$ cat config.mk
export PLATFORM = sky130hd
export DESIGN_NAME = fifo_dma_ctrl
export DESIGN_NICKNAME = d
export VERILOG_FILES = /design/src/rtl/dma_pkg.sv /design/src/rtl/fifo_dma_ctrl.sv
export SDC_FILE = /design/constraint.sdc
export NUM_CORES = 1
export LEC_CHECK = 0
export ABC_AREA = 1
export BUFFER_PORTS_ARGS = -buffer_cell sky130_fd_sc_hd__buf_2
export CAP_MARGIN = 25
export CORE_AREA = 2 2 94 96
export CTS_BUF_LIST = sky130_fd_sc_hd__clkbuf_4 sky130_fd_sc_hd__clkbuf_8
export CTS_CLUSTER_SIZE = 8
export DETAILED_ROUTE_END_ITERATION = 12
export DIE_AREA = 0 0 96 98
export PLACE_DENSITY = 0.95
export SKIP_LAST_GASP = 1
export SLEW_MARGIN = 20
export SYNTH_ARGS = -nofsm -noshare
export SYNTH_HDL_FRONTEND = slang
export SYNTH_SLANG_ARGS = --single-unit
$ cat constraint.sdc
create_clock -name i_clk -period 4.24 [get_ports i_clk]
set_clock_uncertainty 0.1 [all_clocks]
set_input_delay 0.636 -clock i_clk [delete_from_list [all_inputs] [get_ports i_clk]]
set_output_delay 0.636 -clock i_clk [all_outputs]
set_load 0.005 [all_outputs]
$ cat src/rtl/dma_pkg.sv
// ============================================================================
// Module : dma_pkg
// Brief  : Shared register map, CTRL/STATUS bit positions and FSM state type
//          for the FIFO-to-RAM DMA controller.
// Rev    : 1.0  initial release
// ============================================================================
`default_nettype none

package dma_pkg;

  localparam logic [31:0] DMA_OFF_DST    = 32'h0000_0000;
  localparam logic [31:0] DMA_OFF_LEN    = 32'h0000_0004;
  localparam logic [31:0] DMA_OFF_CTRL   = 32'h0000_0008;
  localparam logic [31:0] DMA_OFF_STATUS = 32'h0000_000C;

  localparam int CTRL_START_BIT   = 0;
  localparam int CTRL_IRQ_EN_BIT  = 1;
  localparam int CTRL_ABORT_BIT   = 2;

  localparam int STAT_BUSY_BIT    = 0;
  localparam int STAT_DONE_BIT    = 1;
  localparam int STAT_ABORTED_BIT = 2;

  typedef enum logic [0:0] {
    DMA_IDLE = 1'b0,
    DMA_XFER = 1'b1
  } dma_state_e;

endpackage

`default_nettype wire

$ cat src/rtl/fifo_dma_ctrl.sv
// ============================================================================
// Module : fifo_dma_ctrl
// Brief  : MMIO-programmed DMA that drains a FWFT FIFO into RAM port B,
//          yielding the port to the CPU whenever it requests it.
// Rev    : 1.0  initial release
// ============================================================================
`default_nettype none

module fifo_dma_ctrl
  import dma_pkg::*;
#(
  parameter int unsigned MEM_SIZE_BYTES = 2**16,
  parameter logic [31:0] MMIO_BASE      = 32'h4000_0030
) (
  input  logic        i_clk,
  input  logic        i_rst,
  input  logic        i_mmio_wr_en,
  input  logic [31:0] i_mmio_wr_addr,
  input  logic [31:0] i_mmio_wr_data,
  input  logic [31:0] i_mmio_rd_addr,
  output logic [31:0] o_mmio_rd_data,
  input  logic        i_cpu_mem_req,
  output logic        o_dma_mem_sel,
  output logic [31:0] o_dma_mem_addr,
  output logic [31:0] o_dma_mem_wr_data,
  output logic [3:0]  o_dma_mem_we,
  input  logic [31:0] i_fifo_rd_data,
  input  logic        i_fifo_empty,
  output logic        o_fifo_rd_en,
  output logic        o_irq
);

  localparam logic [31:0] ADDR_MASK = 32'(MEM_SIZE_BYTES - 1);

  dma_state_e  state_q, state_d;
  logic [31:0] dst_q, dst_d;
  logic [15:0] len_q, len_d;
  logic        irq_en_q, irq_en_d;
  logic        done_q, done_d;
  logic        aborted_q, aborted_d;
  logic        irq_q, irq_d;

  logic        w_busy;
  logic        w_wr_dst, w_wr_len, w_wr_ctrl, w_wr_status;
  logic        w_start, w_abort, w_beat;
  logic [31:0] w_rd_data;

  assign w_busy      = (state_q == DMA_XFER);
  assign w_wr_dst    = i_mmio_wr_en && (i_mmio_wr_addr == MMIO_BASE + DMA_OFF_DST);
  assign w_wr_len    = i_mmio_wr_en && (i_mmio_wr_addr == MMIO_BASE + DMA_OFF_LEN);
  assign w_wr_ctrl   = i_mmio_wr_en && (i_mmio_wr_addr == MMIO_BASE + DMA_OFF_CTRL);
  assign w_wr_status = i_mmio_wr_en && (i_mmio_wr_addr == MMIO_BASE + DMA_OFF_STATUS);
  assign w_start     = w_wr_ctrl && i_mmio_wr_data[CTRL_START_BIT];
  assign w_abort     = w_wr_ctrl && i_mmio_wr_data[CTRL_ABORT_BIT] && w_busy;

  // CPU always wins port B; an abort in flight also kills the beat.
  assign w_beat = !i_rst && w_busy && !i_fifo_empty && !i_cpu_mem_req && !w_abort;

  always_comb begin
    state_d   = state_q;
    dst_d     = dst_q;
    len_d     = len_q;
    irq_en_d  = irq_en_q;
    done_d    = done_q    & ~(w_wr_status & i_mmio_wr_data[STAT_DONE_BIT]);
    aborted_d = aborted_q & ~(w_wr_status & i_mmio_wr_data[STAT_ABORTED_BIT]);

    if (w_wr_ctrl) begin
      irq_en_d = i_mmio_wr_data[CTRL_IRQ_EN_BIT];
    end

    if (state_q == DMA_IDLE) begin
      if (w_wr_dst) begin
        dst_d = {i_mmio_wr_data[31:2], 2'b00};
      end
      if (w_wr_len) begin
        len_d = i_mmio_wr_data[15:0];
      end
      if (w_start) begin
        if (len_q != 16'd0) begin
          state_d = DMA_XFER;
        end else begin
          done_d = 1'b1;
        end
      end
    end else begin
      if (w_abort) begin
        state_d   = DMA_IDLE;
        aborted_d = 1'b1;
      end else if (w_beat) begin
        // Address wraps inside the RAM window; bits above it are held.
        dst_d = (dst_q & ~ADDR_MASK) | ((dst_q + 32'd4) & ADDR_MASK);
        len_d = len_q - 16'd1;
        if (len_q == 16'd1) begin
          state_d = DMA_IDLE;
          done_d  = 1'b1;
        end
      end
    end

    irq_d = irq_en_q && (done_q || aborted_q);
  end

  always_ff @(posedge i_clk) begin
    if (i_rst) begin
      state_q   <= DMA_IDLE;
      dst_q     <= '0;
      len_q     <= '0;
      irq_en_q  <= 1'b0;
      done_q    <= 1'b0;
      aborted_q <= 1'b0;
      irq_q     <= 1'b0;
    end else begin
      state_q   <= state_d;
      dst_q     <= dst_d;
      len_q     <= len_d;
      irq_en_q  <= irq_en_d;
      done_q    <= done_d;
      aborted_q <= aborted_d;
      irq_q     <= irq_d;
    end
  end

  always_comb begin
    w_rd_data = '0;
    if (i_mmio_rd_addr == MMIO_BASE + DMA_OFF_DST) begin
      w_rd_data = dst_q;
    end else if (i_mmio_rd_addr == MMIO_BASE + DMA_OFF_LEN) begin
      w_rd_data = {16'd0, len_q};
    end else if (i_mmio_rd_addr == MMIO_BASE + DMA_OFF_CTRL) begin
      w_rd_data[CTRL_IRQ_EN_BIT] = irq_en_q;
    end else if (i_mmio_rd_addr == MMIO_BASE + DMA_OFF_STATUS) begin
      w_rd_data[STAT_BUSY_BIT]    = w_busy;
      w_rd_data[STAT_DONE_BIT]    = done_q;
      w_rd_data[STAT_ABORTED_BIT] = aborted_q;
    end
  end

  assign o_mmio_rd_data    = w_rd_data;
  assign o_dma_mem_sel     = w_beat;
  assign o_dma_mem_we      = w_beat ? 4'hF : 4'h0;
  assign o_dma_mem_addr    = dst_q;
  assign o_dma_mem_wr_data = i_fifo_rd_data;
  assign o_fifo_rd_en      = w_beat;
  assign o_irq             = irq_q;

endmodule

`default_nettype wire

# Word level (Yosys, flattened, before mapping)
# Cells that the tools add are included.
# classes
mux	30
n_addsub	2
bitwise	7
eq_ne	11
reduce_logical	22
# op_table
cell	n
$eq A32 B31 Y1 const B	8
$mux W32	5
$mux W16	4
$or A32 B16 Y32	1
$mux W1	17
$add A16 B3 Y16 const B	1
$eq A16 B1 Y1 const B	1
$reduce_bool A16 Y1	1
$sub A16 B1 Y16 const B	1
$mux W13	1
$logic_and A1 B1 Y1	12
$mux W3	2
$reduce_and A3 Y1	2
$and A1 B1 Y1	4
$logic_not A1 Y1	4
$mux W4	1
$reduce_bool A2 Y1	2
$ne A2 B1 Y1 const B	1
$ne A2 B2 Y1 const B	1
$not A1 Y1	2
$logic_or A1 B1 Y1	1
# totals
out_inout_bits	103
ff_bits	53

# Longest topological paths before layout
# Gate-level depths: netlist of run 1.
# depth
ltp_word	9
mapped_depth	13

# Worst setup path after synthesis of run 1
# Ideal clock, no wire load.
# synth_path
kind	input-to-output
from	in i_mmio_wr_addr[1]
to	out o_dma_mem_we[0]
n_path_buf	2
stages	10
t_required_ns	3.504
arrival_ns	1.729
slack_ns	1.775
path_cell_list	nor2_2 nand2_1 nor2_1 nand2_1 nor2_4 nand3_4 nand2_2 buf_4 inv_1 buf_4
# synth_between
elab_chain_len	7
# synth_rtl
item	line_no	source
start, declared	fifo_dma_ctrl.sv:18	input logic [31:0] i_mmio_wr_addr,
$eq A32 B31 Y1	fifo_dma_ctrl.sv:51	assign w_wr_ctrl = i_mmio_wr_en && (i_mmio_wr_addr == MMIO_BASE + DMA_OFF_CTRL);
$logic_and A1 B1 Y1	fifo_dma_ctrl.sv:51	
$logic_and A1 B1 Y1 (2 in series)	fifo_dma_ctrl.sv:54	assign w_abort = w_wr_ctrl && i_mmio_wr_data[CTRL_ABORT_BIT] && w_busy;
$logic_not A1 Y1	fifo_dma_ctrl.sv:57	assign w_beat = !i_rst && w_busy && !i_fifo_empty && !i_cpu_mem_req && !w_abort;
$logic_and A1 B1 Y1	fifo_dma_ctrl.sv:57	
named net o_dma_mem_sel	fifo_dma_ctrl.sv:23	output logic o_dma_mem_sel,
$mux W4	fifo_dma_ctrl.sv:140	assign o_dma_mem_we = w_beat ? 4'hF : 4'h0;
end, declared	fifo_dma_ctrl.sv:26	output logic [3:0] o_dma_mem_we,
# The timed path passes the listed nets, and every way through them passes these cells.

# Final worst setup path of run 1
# layout_path
from	in i_mmio_rd_addr[1]
to	out o_mmio_rd_data[1]
# layout_between
elab_chain_len	5
# layout_rtl
item	line_no	source
start, declared	fifo_dma_ctrl.sv:20	input logic [31:0] i_mmio_rd_addr,
$eq A32 B31 Y1	fifo_dma_ctrl.sv:131	end else if (i_mmio_rd_addr == MMIO_BASE + DMA_OFF_STATUS) begin
$mux W3	fifo_dma_ctrl.sv:131	
$mux W1	fifo_dma_ctrl.sv:129	end else if (i_mmio_rd_addr == MMIO_BASE + DMA_OFF_CTRL) begin
$mux W3	fifo_dma_ctrl.sv:127	end else if (i_mmio_rd_addr == MMIO_BASE + DMA_OFF_LEN) begin
$mux W32 (*)	fifo_dma_ctrl.sv:125	if (i_mmio_rd_addr == MMIO_BASE + DMA_OFF_DST) begin
end, declared	fifo_dma_ctrl.sv:21	output logic [31:0] o_mmio_rd_data,
# Mark *: on every way between the ends. The rest lies on a longest branch, timed or not.

==> results of run 1 <==
==> cell usage in the layout (no fill, tap or decap), types with 2 or more instances in the layout <==
master    count
nand3_4       2
clkbuf_8      7
ha_1          4
o211ai_1      2
xor2_1        7
nand3_1      38
nand2_1     165
nor2_1      186
dfxtp_1      51
nor3_1        7
buf_4         3
nor2_2        4
nand4_1      10
a21oi_1      22
conb_1        2
buf_2       169
inv_1        70
o21ai_0      43
o22ai_1      13
==> where the power goes <==
| part | switching, mW | internal [mW] | total (mW) |
|---|---|---|---|
| registers | 0.000000000175 | 0.479 | 0.479 |
| clock network | 0.171 | 0.156 | 0.327 |
| logic | 0.0464 | 0.0455 | 0.0919 |
==> path summary, 6_finish.rpt <==
| check | startpoint | end | depth (start not counted) |
|---|---|---|---|
| setup reg to reg | o_dma_mem_addr[2] | o_dma_mem_addr[10] | 8 |
| setup / recovery | i_mmio_rd_addr[1] | o_mmio_rd_data[1] | 9 |
| hold reg to reg | irq_en_q | irq_en_q | 2 |
| hold / removal | irq_en_q | irq_en_q | 2 |
==> area by class of cell <==
cell class                      instances  area (um2)  area share, %
Multi-Input combinational cell        514        2280           48.5
Sequential cell                        51        1020           21.8
Inverter                               72         272           5.79
Clock buffer                            8         104           2.21
Timing Repair Buffer                  173         883           18.8
Tap cell                              108         135           2.88
==> through the flow <==
stage,cell area [um2],setup WS [ns]
floorplan,4000,1.77
global placement,4570,0.967
detailed placement,4590,1.16
CTS,4690,1.15
global route,4690,0.906
finish,4690,1.10
==> layer usage <==
layer | vias to the layer above | global-route usage (%) | part of all wire [%]
met5 | - | 0 | 0
li1 | 2374 | - | -
met1 | 2082 | 29.7 | 41
met4 | 0 | 11.6 | 3.3
met2 | 229 | 40.8 | 47
met3 | 34 | 4.78 | 9.0
==> critical path, stage by stage <==
cell	delay (ns)
buf_2	0.09
nor2_1	0.21
nand2_1	0.08
nor2_1	0.14
and3_1	0.24
nand2_1	0.41
o21ai_0	0.39
a21oi_1	0.07
buf_2	0.13
==> logic make-up after synthesis <==
| kind of cell | count (synthesis) |
|---|---|
| compound gates | 82 |
| xor+xnor | 8 |
| other cells | 1 |
| simple gates | 418 |
| fa+ha+maj | 4 |
| buf+inv | 135 |
| flops | 51 |
==> registers in the layout, indices dropped and copies added (netlist names) <==
| signal | count |
|---|---|
| done_q | 1 |
| aborted_q | 1 |
| o_dma_mem_addr | 30 |
| o_irq | 1 |
| state_q | 1 |
| len_q | 16 |
| irq_en_q | 1 |
==> results by group, run 1 <==
Synthesis
  – Post-synthesis async set-or-reset flop share: 0%
  – Synth Area in Simple Gates: 42.9%
  – Synth Area in Adders: 1.25%
  – Post-synthesis sequential area ratio: 25.6%
  – Synth Area in Compound Gates: 10.9%
  – Number of synthesized flops with an enable pin: 0
  – Largest family of logic cells by synthesized area: simple AND/OR/NAND/NOR gates
  – Most frequent cell after synthesis: nor2_1
  – XOR/XNOR Fraction of Synth Area: 1.75%
  – Synth Cell Area: 4000 um2
  – Top post-synthesis cells by count: nor2_1, nand2_1, inv_1
  – Biggest area consumer among synthesized cells: dfxtp_1
  – Synthesized flop and latch total: 51
  – Post-synthesis mux area share: 0%
  – Syn Inst Count: between 600 and 700
  – Top post-synthesis cells by area: dfxtp_1, nor2_1, nand2_1, buf_4, inv_1
  – Avg Cell Area, Syn: 5.72 um2
  – Main synth FF type: dfxtp_1
  – Synth warn: 0
  – Share of Yosys cell area claimed by the top area cell type: about a quarter
  – Count of different cell masters after synthesis: 32

Route
  – Vias: between 4k and 5k
  – Routed len/inst: 12.4 um
  – Antenna-violating nets left: 0
  – Via density: 5.10
  – DRT iter0 DRCs: 344
  – Detailed Route WL: 11500 um
  – Drt drc: 0
  – 1st-pass router iterations: 6

CTS
  – CTS Buf Count: 5
  – Clk Latency, worst-skew pair: 0.31 ns
  – CTS max path bufs: 2
  – Hold_buf cts: 0
  – CTS Root Cell: clkbuf_8
  – Clk pin slew, worst setup/hold paths: 0.10 ns
  – Clk sinks: 51
  – H-tree depth: 2
  – CTS tree: done
  – Post-CTS Setup Inserts: 0
  – Cts repair resizes: 0

Floorplan
  – Starting Density: about 47%
  – Die height: 98 um
  – Chip width: 96 um
  – Site row count: 34
  – Die footprint: 9410 um2
  – Io pins: 236
  – Core Region: roughly 8500 um2

Timing
  – Max-slew violation count: 0
  – Slew headroom: a little under three fifths
  – Worst slew pin tran: 0.651 ns
  – Fin crit share: 74.1%
  – Post-layout min period: 3.14 ns
  – Setup-failing EPs final: 0
  – Hold slack: between 0.3 and 0.4 ns
  – RSZ-0062 raised after global routing: false
  – Maximum clock rate: 318 MHz
  – Setup TNS: 0 ns
  – Final Hold Fails: 0

Power and ir drop
  – Leak Pwr: between 2 and 3 nW
  – Peak VDD IR: about 0.12 mV
  – PD cells: between 150 and 200 nW/um2
  – Total chip power: 0.897 mW

Placement
  – Port bufs: 169
  – Hpwl dp: 8740 um
  – RePlAce Congestion: 0.931
  – Inst Count DP: about 920

Setup path
  – Crit path DAT: about 2.4 ns
  – CP Capture Type: output pin
  – Critical path class: in2out
  – Crit path launch type: input pin
  – Max Fanout on Critical Path: 16
  – Critical Path RT: 3.50 ns
  – R2r setup slk: about 2.3 ns

GRT
  – Gr usage total: 24.5%
  – First-pass GRT wire length: 18800 um
  – Initial antenna violation count: 0
  – Largest net degree at the start of global routing: 48
  – Congestion Overflow GR: 0
  – Vias in the first global route: 4335

Cells and area
  – Layout Utilization: 55.4%
  – Area delta synth->final: 17.4%
  – Layout cell share with drive strength beyond 1: around a quarter
  – Non-Filler Instances: 926
  – Final net count: 954
  – ANT cells: 0
  – Layout filler cell count: 843

Job
  – Maxcap violations: 0

Hold path
  – Hold WC Path Type: reg2reg

Outcome
  – Status: finished clean
Note: power is estimated with default switching activity, not from simulation.
==> inputs of run 2 (changes only) <==
--- a/config.mk
+++ b/config.mk
@@ -8,12 +8,12 @@
 export ABC_AREA = 1
 export BUFFER_PORTS_ARGS = -buffer_cell sky130_fd_sc_hd__buf_2
 export CAP_MARGIN = 25
-export CORE_AREA = 2 2 94 96
+export CORE_AREA = 2 2 80 120
 export CTS_BUF_LIST = sky130_fd_sc_hd__clkbuf_4 sky130_fd_sc_hd__clkbuf_8
 export CTS_CLUSTER_SIZE = 8
 export DETAILED_ROUTE_END_ITERATION = 12
-export DIE_AREA = 0 0 96 98
-export PLACE_DENSITY = 0.95
+export DIE_AREA = 0 0 82 122
+export PLACE_DENSITY = 0.93
 export SKIP_LAST_GASP = 1
 export SLEW_MARGIN = 20
 export SYNTH_ARGS = -nofsm -noshare
==> constraint.sdc (replaced) <==
create_clock -name i_clk -period 2.9 [get_ports i_clk]
set_clock_uncertainty 0.1 [all_clocks]
set_input_delay 0.435 -clock i_clk [delete_from_list [all_inputs] [get_ports i_clk]]
set_output_delay 0.435 -clock i_clk [all_outputs]
set_load 0.005 [all_outputs]
==> run 2 against run 1 <==
  * Critical path depth stayed put
  * Total power is 44% higher
  * Register-to-register slack worse by 1.3 ns
  * Cell area is 0.16% higher
  * Clock-buffer cell count is 2 lower
  * Cell count is 0.76% higher
  * Flip-flop and latch count stayed put
  * Hold slack worse by 0.17 ns
  * Sequential share of layout area hardly changed
  * Clock power is 38% higher
==> results by group, run 2 (same netlist as run 1, synthesis figures left out) <==
GRT
  – Initial antenna violation count: 1
  – Congestion Overflow GR: 0
  – Largest net degree at the start of global routing: 48
  – Vias in the first global route: 4126
  – First-pass GRT wire length: 19600 um
  – Gr usage total: ~26%

Route
  – Via density: 5.17
  – Antenna-violating nets left: 0
  – Routed len/inst: 14.1 um
  – Vias: 4828
  – Detailed Route WL: roughly 13000 um
  – Drt drc: 0
  – DRT iter0 DRCs: about 300
  – 1st-pass router iterations: 5

Cells and area
  – Non-Filler Instances: 933
  – Commonest non-fill, non-tap cell in the layout: nor2_1
  – Layout Utilization: 52.0%
  – Most frequent cells in the layout: nor2_1, buf_2, nand2_1
  – Layout cell share with drive strength beyond 1: 23.7%
  – Final Instance Area: 4700 um2
  – Area delta synth->final: 17.6%
  – Final net count: ~960
  – Max reg flops: 30

Outcome
  – Status: finished clean

Timing
  – Final Hold Fails: 0
  – RSZ-0062 raised after global routing: false
  – Max-slew violation count: 0
  – Setup TNS: 0 ns
  – Fin crit share: 92.4%
  – Post-layout min period: 2.68 ns
  – Slew headroom: between 60 and 70%
  – Setup-failing EPs final: 0
  – Worst slew pin tran: between 0.5 and 0.6 ns
  – Maximum clock rate: between 300 and 400 MHz

Placement
  – Dpl cell area: about 4600 um2
  – Port bufs: 169
  – Inst Count DP: 924
  – Hpwl dp: 10400 um
  – RePlAce Congestion: 0.986

CTS
  – Cts repair resizes: 0
  – Clk sinks: 51
  – H-tree depth: 2
  – Clk Latency, worst-skew pair: ~0.32 ns
  – Hold_buf cts: 0
  – CTS max path bufs: 2
  – CTS Root Cell: clkbuf_8
  – Clk pin slew, worst setup/hold paths: ~0.10 ns
  – Post-CTS Setup Inserts: 0
  – CTS Buf Count: 5
  – CTS tree: done

Setup path
  – Worst path cell trace: buf_2 -> nor2_1 -> nand2_1 -> nor2_1 -> nand2_1 -> nor2_1 -> nand2_1 -> o22ai_1 -> buf_2
  – Crit path DAT: 2.14 ns
  – Critical path class: in2out
  – CP max stage cell: o22ai_1
  – Max Fanout on Critical Path: 17
  – Critical Path RT: 2.37 ns
  – CP peak stage delay: 0.43 ns
  – CP Capture Type: output pin
  – Crit path launch type: input pin

Power and ir drop
  – Leak Pwr: around 2.6 nW
  – Peak VDD IR: about 0.3 mV
  – PD cells: between 200 and 300 nW/um2
  – Total chip power: 1.29 mW

Hold path
  – Hold WC Path Type: in2reg

Floorplan
  – Core Region: between 9000 and 10000 um2
  – Die height: 122 um
  – Io pins: 236
  – Site row count: 43
  – Starting Density: 44.2%
  – Chip width: between 80 and 90 um
  – Die footprint: 10000 um2

Job
  – Maxcap violations: 0
==> run 2: cell count changes in the layout (fill, tap and decap cells not counted), sizes merged <==
| cell | change |
|---|---|
| clkbuf | -2 |
| buf | +2 |
| inv | +1 |
| clkinv | +1 |
| diode | +1 |
==> run 2: final timing paths <==
kind	startpoint	endpoint	slack (ns)	depth (start not counted)
setup / recovery	i_mmio_rd_addr[15]	o_mmio_rd_data[3]	0.22	9
hold / removal	i_rst	aborted_q	0.22	2
setup reg to reg	o_dma_mem_addr[2]	o_dma_mem_addr[10]	1.03	8
hold reg to reg	aborted_q	aborted_q	0.39	2
==> run 2: layout make-up <==
type	count	area (um2)
antenna	1	2.50
clock buffer	6	82.6
clock inverter	2	13.8
fill	927	4340
inverter	72	272
multi-input combinational	514	2280
sequential	51	1020
tap	112	140
timing repair buffer	175	891
==> run 2: metal layers <==
metal,global-route usage [%],wire length (um)
met1,25.3,4520
met2,45.7,6450
met5,0,0
met4,14.5,584
met3,8.22,1600
==> run 2: worst max-delay path, delay by kind of cell <==
family                 cells  cell delay, ns
buffers and inverters      2            0.27
AO/OA/AOI/OAI              1            0.43
AND/OR/NAND/NOR            6            1.01
==> run 2: power by group <==
group	internal (mW)	total [mW]	leakage [nW]	switching (mW)
Sequential	0.700	0.700	0.411	0.000000000265
Combinational	0.0666	0.138	2.10	0.0717
Clock	0.196	0.452	0.0516	0.256
Total	0.962	1.29	2.56	0.327
==> run 2: metrics by stage <==
step           setup slack (ns)  hold slack [ns]
2_1_floorplan             0.837            0.343
3_3_place_gp              0.353            0.394
3_5_place_dp              0.297            0.382
4_1_cts                   0.288            0.221
5_1_grt                  0.0629            0.217
6_report                  0.220            0.222
==> inputs of run 3 (changes only) <==
--- a/config.mk
+++ b/config.mk
@@ -14,6 +14,7 @@
 export DETAILED_ROUTE_END_ITERATION = 12
 export DIE_AREA = 0 0 82 122
 export PLACE_DENSITY = 0.93
+export SETUP_SLACK_MARGIN = 0.3
 export SKIP_LAST_GASP = 1
 export SLEW_MARGIN = 20
 export SYNTH_ARGS = -nofsm -noshare
==> run 3 against run 2 <==
  * Die area unchanged
  * Cell area increased by 0.21%
  * Routed wire length increased by 0.36%
  * Hold slack improved by 0.0010 ns
  * Register-to-register slack got worse by 0.02 ns
  * Flip-flop and latch count unchanged
  * First-iteration DRC count increased by 2.7%
  * Non-clock buffer count unchanged
  * Utilization increased by 0.11 points
  * Critical path depth unchanged
  * Sequential share of layout area about the same
  * Clock-buffer cell count unchanged
  * Highest routed layer unchanged
==> results by group, run 3 (same netlist as run 1, synthesis figures left out) <==
Floorplan
  – Die footprint: 10000 um2
  – Starting Density: about 44%
  – Site row count: between 40 and 50
  – Core Region: 9040 um2
  – Chip width: 82 um
  – Die height: between 100 and 150 um
  – Io pins: around 240

Setup path
  – Worst reg2reg path depth: 8
  – CP Capture Type: output pin
  – Crit path DAT: 1.89 ns
  – Crit path launch type: input pin
  – Max Fanout on Critical Path: 17
  – Critical Path RT: between 2 and 2.5 ns
  – Critical path class: in2out

Timing
  – Fin crit share: around 84%
  – Setup-failing EPs final: 0
  – Maximum clock rate: 412 MHz
  – Setup TNS: 0 ns
  – Final Hold Fails: 0
  – RSZ-0062 raised after global routing: false
  – Max-slew violation count: 0
  – Post-layout min period: 2.43 ns

Power and ir drop
  – Peak VDD IR: 0.301 mV
  – Leak Pwr: ~2.6 nW
  – Total chip power: approximately 1.3 mW
  – PD cells: 273 nW/um2

Route
  – Drt drc: 0
  – 1st-pass router iterations: 5
  – Via density: 5.15
  – Antenna-violating nets left: 0
  – Vias: approximately 4.8k
  – Routed len/inst: 14.2 um
  – Detailed Route WL: between 10000 and 15000 um
  – DRT iter0 DRCs: 303

Cells and area
  – FF/Latch Area: 1020 um2
  – Area of the multi-input gates: about 2300 um2
  – Layout cell share with drive strength beyond 1: 23.9%
  – Max reg flops: 30
  – Most frequent cells in the layout: nor2_1, buf_2, nand2_1
  – Area delta synth->final: 17.9%
  – Layout Utilization: between 50% and 60%
  – Layout filler cell count: 925
  – Commonest non-fill, non-tap cell in the layout: nor2_1
  – Final net count: 956

GRT
  – Initial antenna violation count: 1
  – Congestion Overflow GR: 0
  – First-pass GRT wire length: 19600 um
  – Largest net degree at the start of global routing: 48
  – Gr usage total: 25.6%
  – Vias in the first global route: 4126

CTS
  – CTS tree: done
  – Hold_buf cts: 0
  – Clk sinks: 51
  – Clk pin slew, worst setup/hold paths: 0.10 ns
  – Post-CTS Setup Inserts: 0
  – CTS Root Cell: clkbuf_8
  – CTS max path bufs: 2
  – Clk Latency, worst-skew pair: 0.32 ns
  – CTS Buf Count: 5
  – H-tree depth: 2

Job
  – Maxcap violations: 0

Placement
  – RePlAce Congestion: 0.986
  – Port bufs: 169
  – Hpwl dp: 10400 um

Hold path
  – Hold depth: 2
  – Hold WC Path Type: in2reg

Outcome
  – Status: finished clean
[run 3: changes by cell type in the layout (fill, tap and decap cells not counted)]
| cell | change |
|---|---|
| nand2_1 | -2 |
| nand2_2 | +1 |
| nand2_4 | +1 |
[run 3: routing by layer]
| metal | share of wire [%] | vias to the layer above | GRT usage [%] |
|---|---|---|---|
| li1 | - | 2382 | - |
| met1 | 34 | 2091 | 25.3 |
| met2 | 49 | 293 | 45.7 |
| met3 | 12 | 43 | 8.22 |
| met4 | 4.4 | 0 | 14.5 |
| met5 | 0 | - | 0 |
[run 3: report_power, final]
part	leakage (nW)	switching, mW	internal, mW
Clock	0.0516	0.253	0.196
Combinational	2.12	0.0716	0.0666
Sequential	0.411	0.000000000268	0.700
[run 3: what timing repair did]
action	CTS	global route
endpoints found under the setup margin	4	24
endpoints found under the hold margin	0	0
pin swaps	0	0
gates resized for setup	1	2
[run 3: cell type report]
| type | count | share of cell area [%] |
|---|---|---|
| Inverter | 72 | 5.77 |
| Clock inverter | 2 | 0.292 |
| Sequential cell | 51 | 21.7 |
| Clock buffer | 6 | 1.75 |
| Antenna cell | 1 | 0.0531 |
| Multi-Input combinational cell | 514 | 48.6 |
| Timing Repair Buffer | 175 | 18.9 |
| Tap cell | 112 | 2.98 |
[run 3: worst max-delay path, cell delays in order]
cell     delay [ns]
buf_2          0.09
nor2_1         0.09
nand2_1        0.07
nor2_1         0.21
nand2_1        0.12
nor2_1         0.23
nand2_4        0.18
o22ai_1        0.30
buf_2          0.18
[run 3: per-stage QoR]
stage          setup WS, ns  area [um2]  hold WS (ns)  std cells
6_report              0.471        4710         0.223        933
5_1_grt               0.310        4710         0.217        933
4_1_cts               0.339        4700         0.221        932
3_5_place_dp          0.297        4600         0.382        924
3_3_place_gp          0.353        4600         0.394        924
2_1_floorplan         0.837        4000         0.343        700
[run 3: worst paths after layout]
kind                      startpoint                  to  slack [ns]
setup / recovery  i_mmio_rd_addr[15]   o_mmio_rd_data[3]        0.47
hold / removal                 i_rst           aborted_q        0.22
setup reg to reg   o_dma_mem_addr[2]  o_dma_mem_addr[10]        1.01
hold reg to reg            aborted_q           aborted_q        0.39
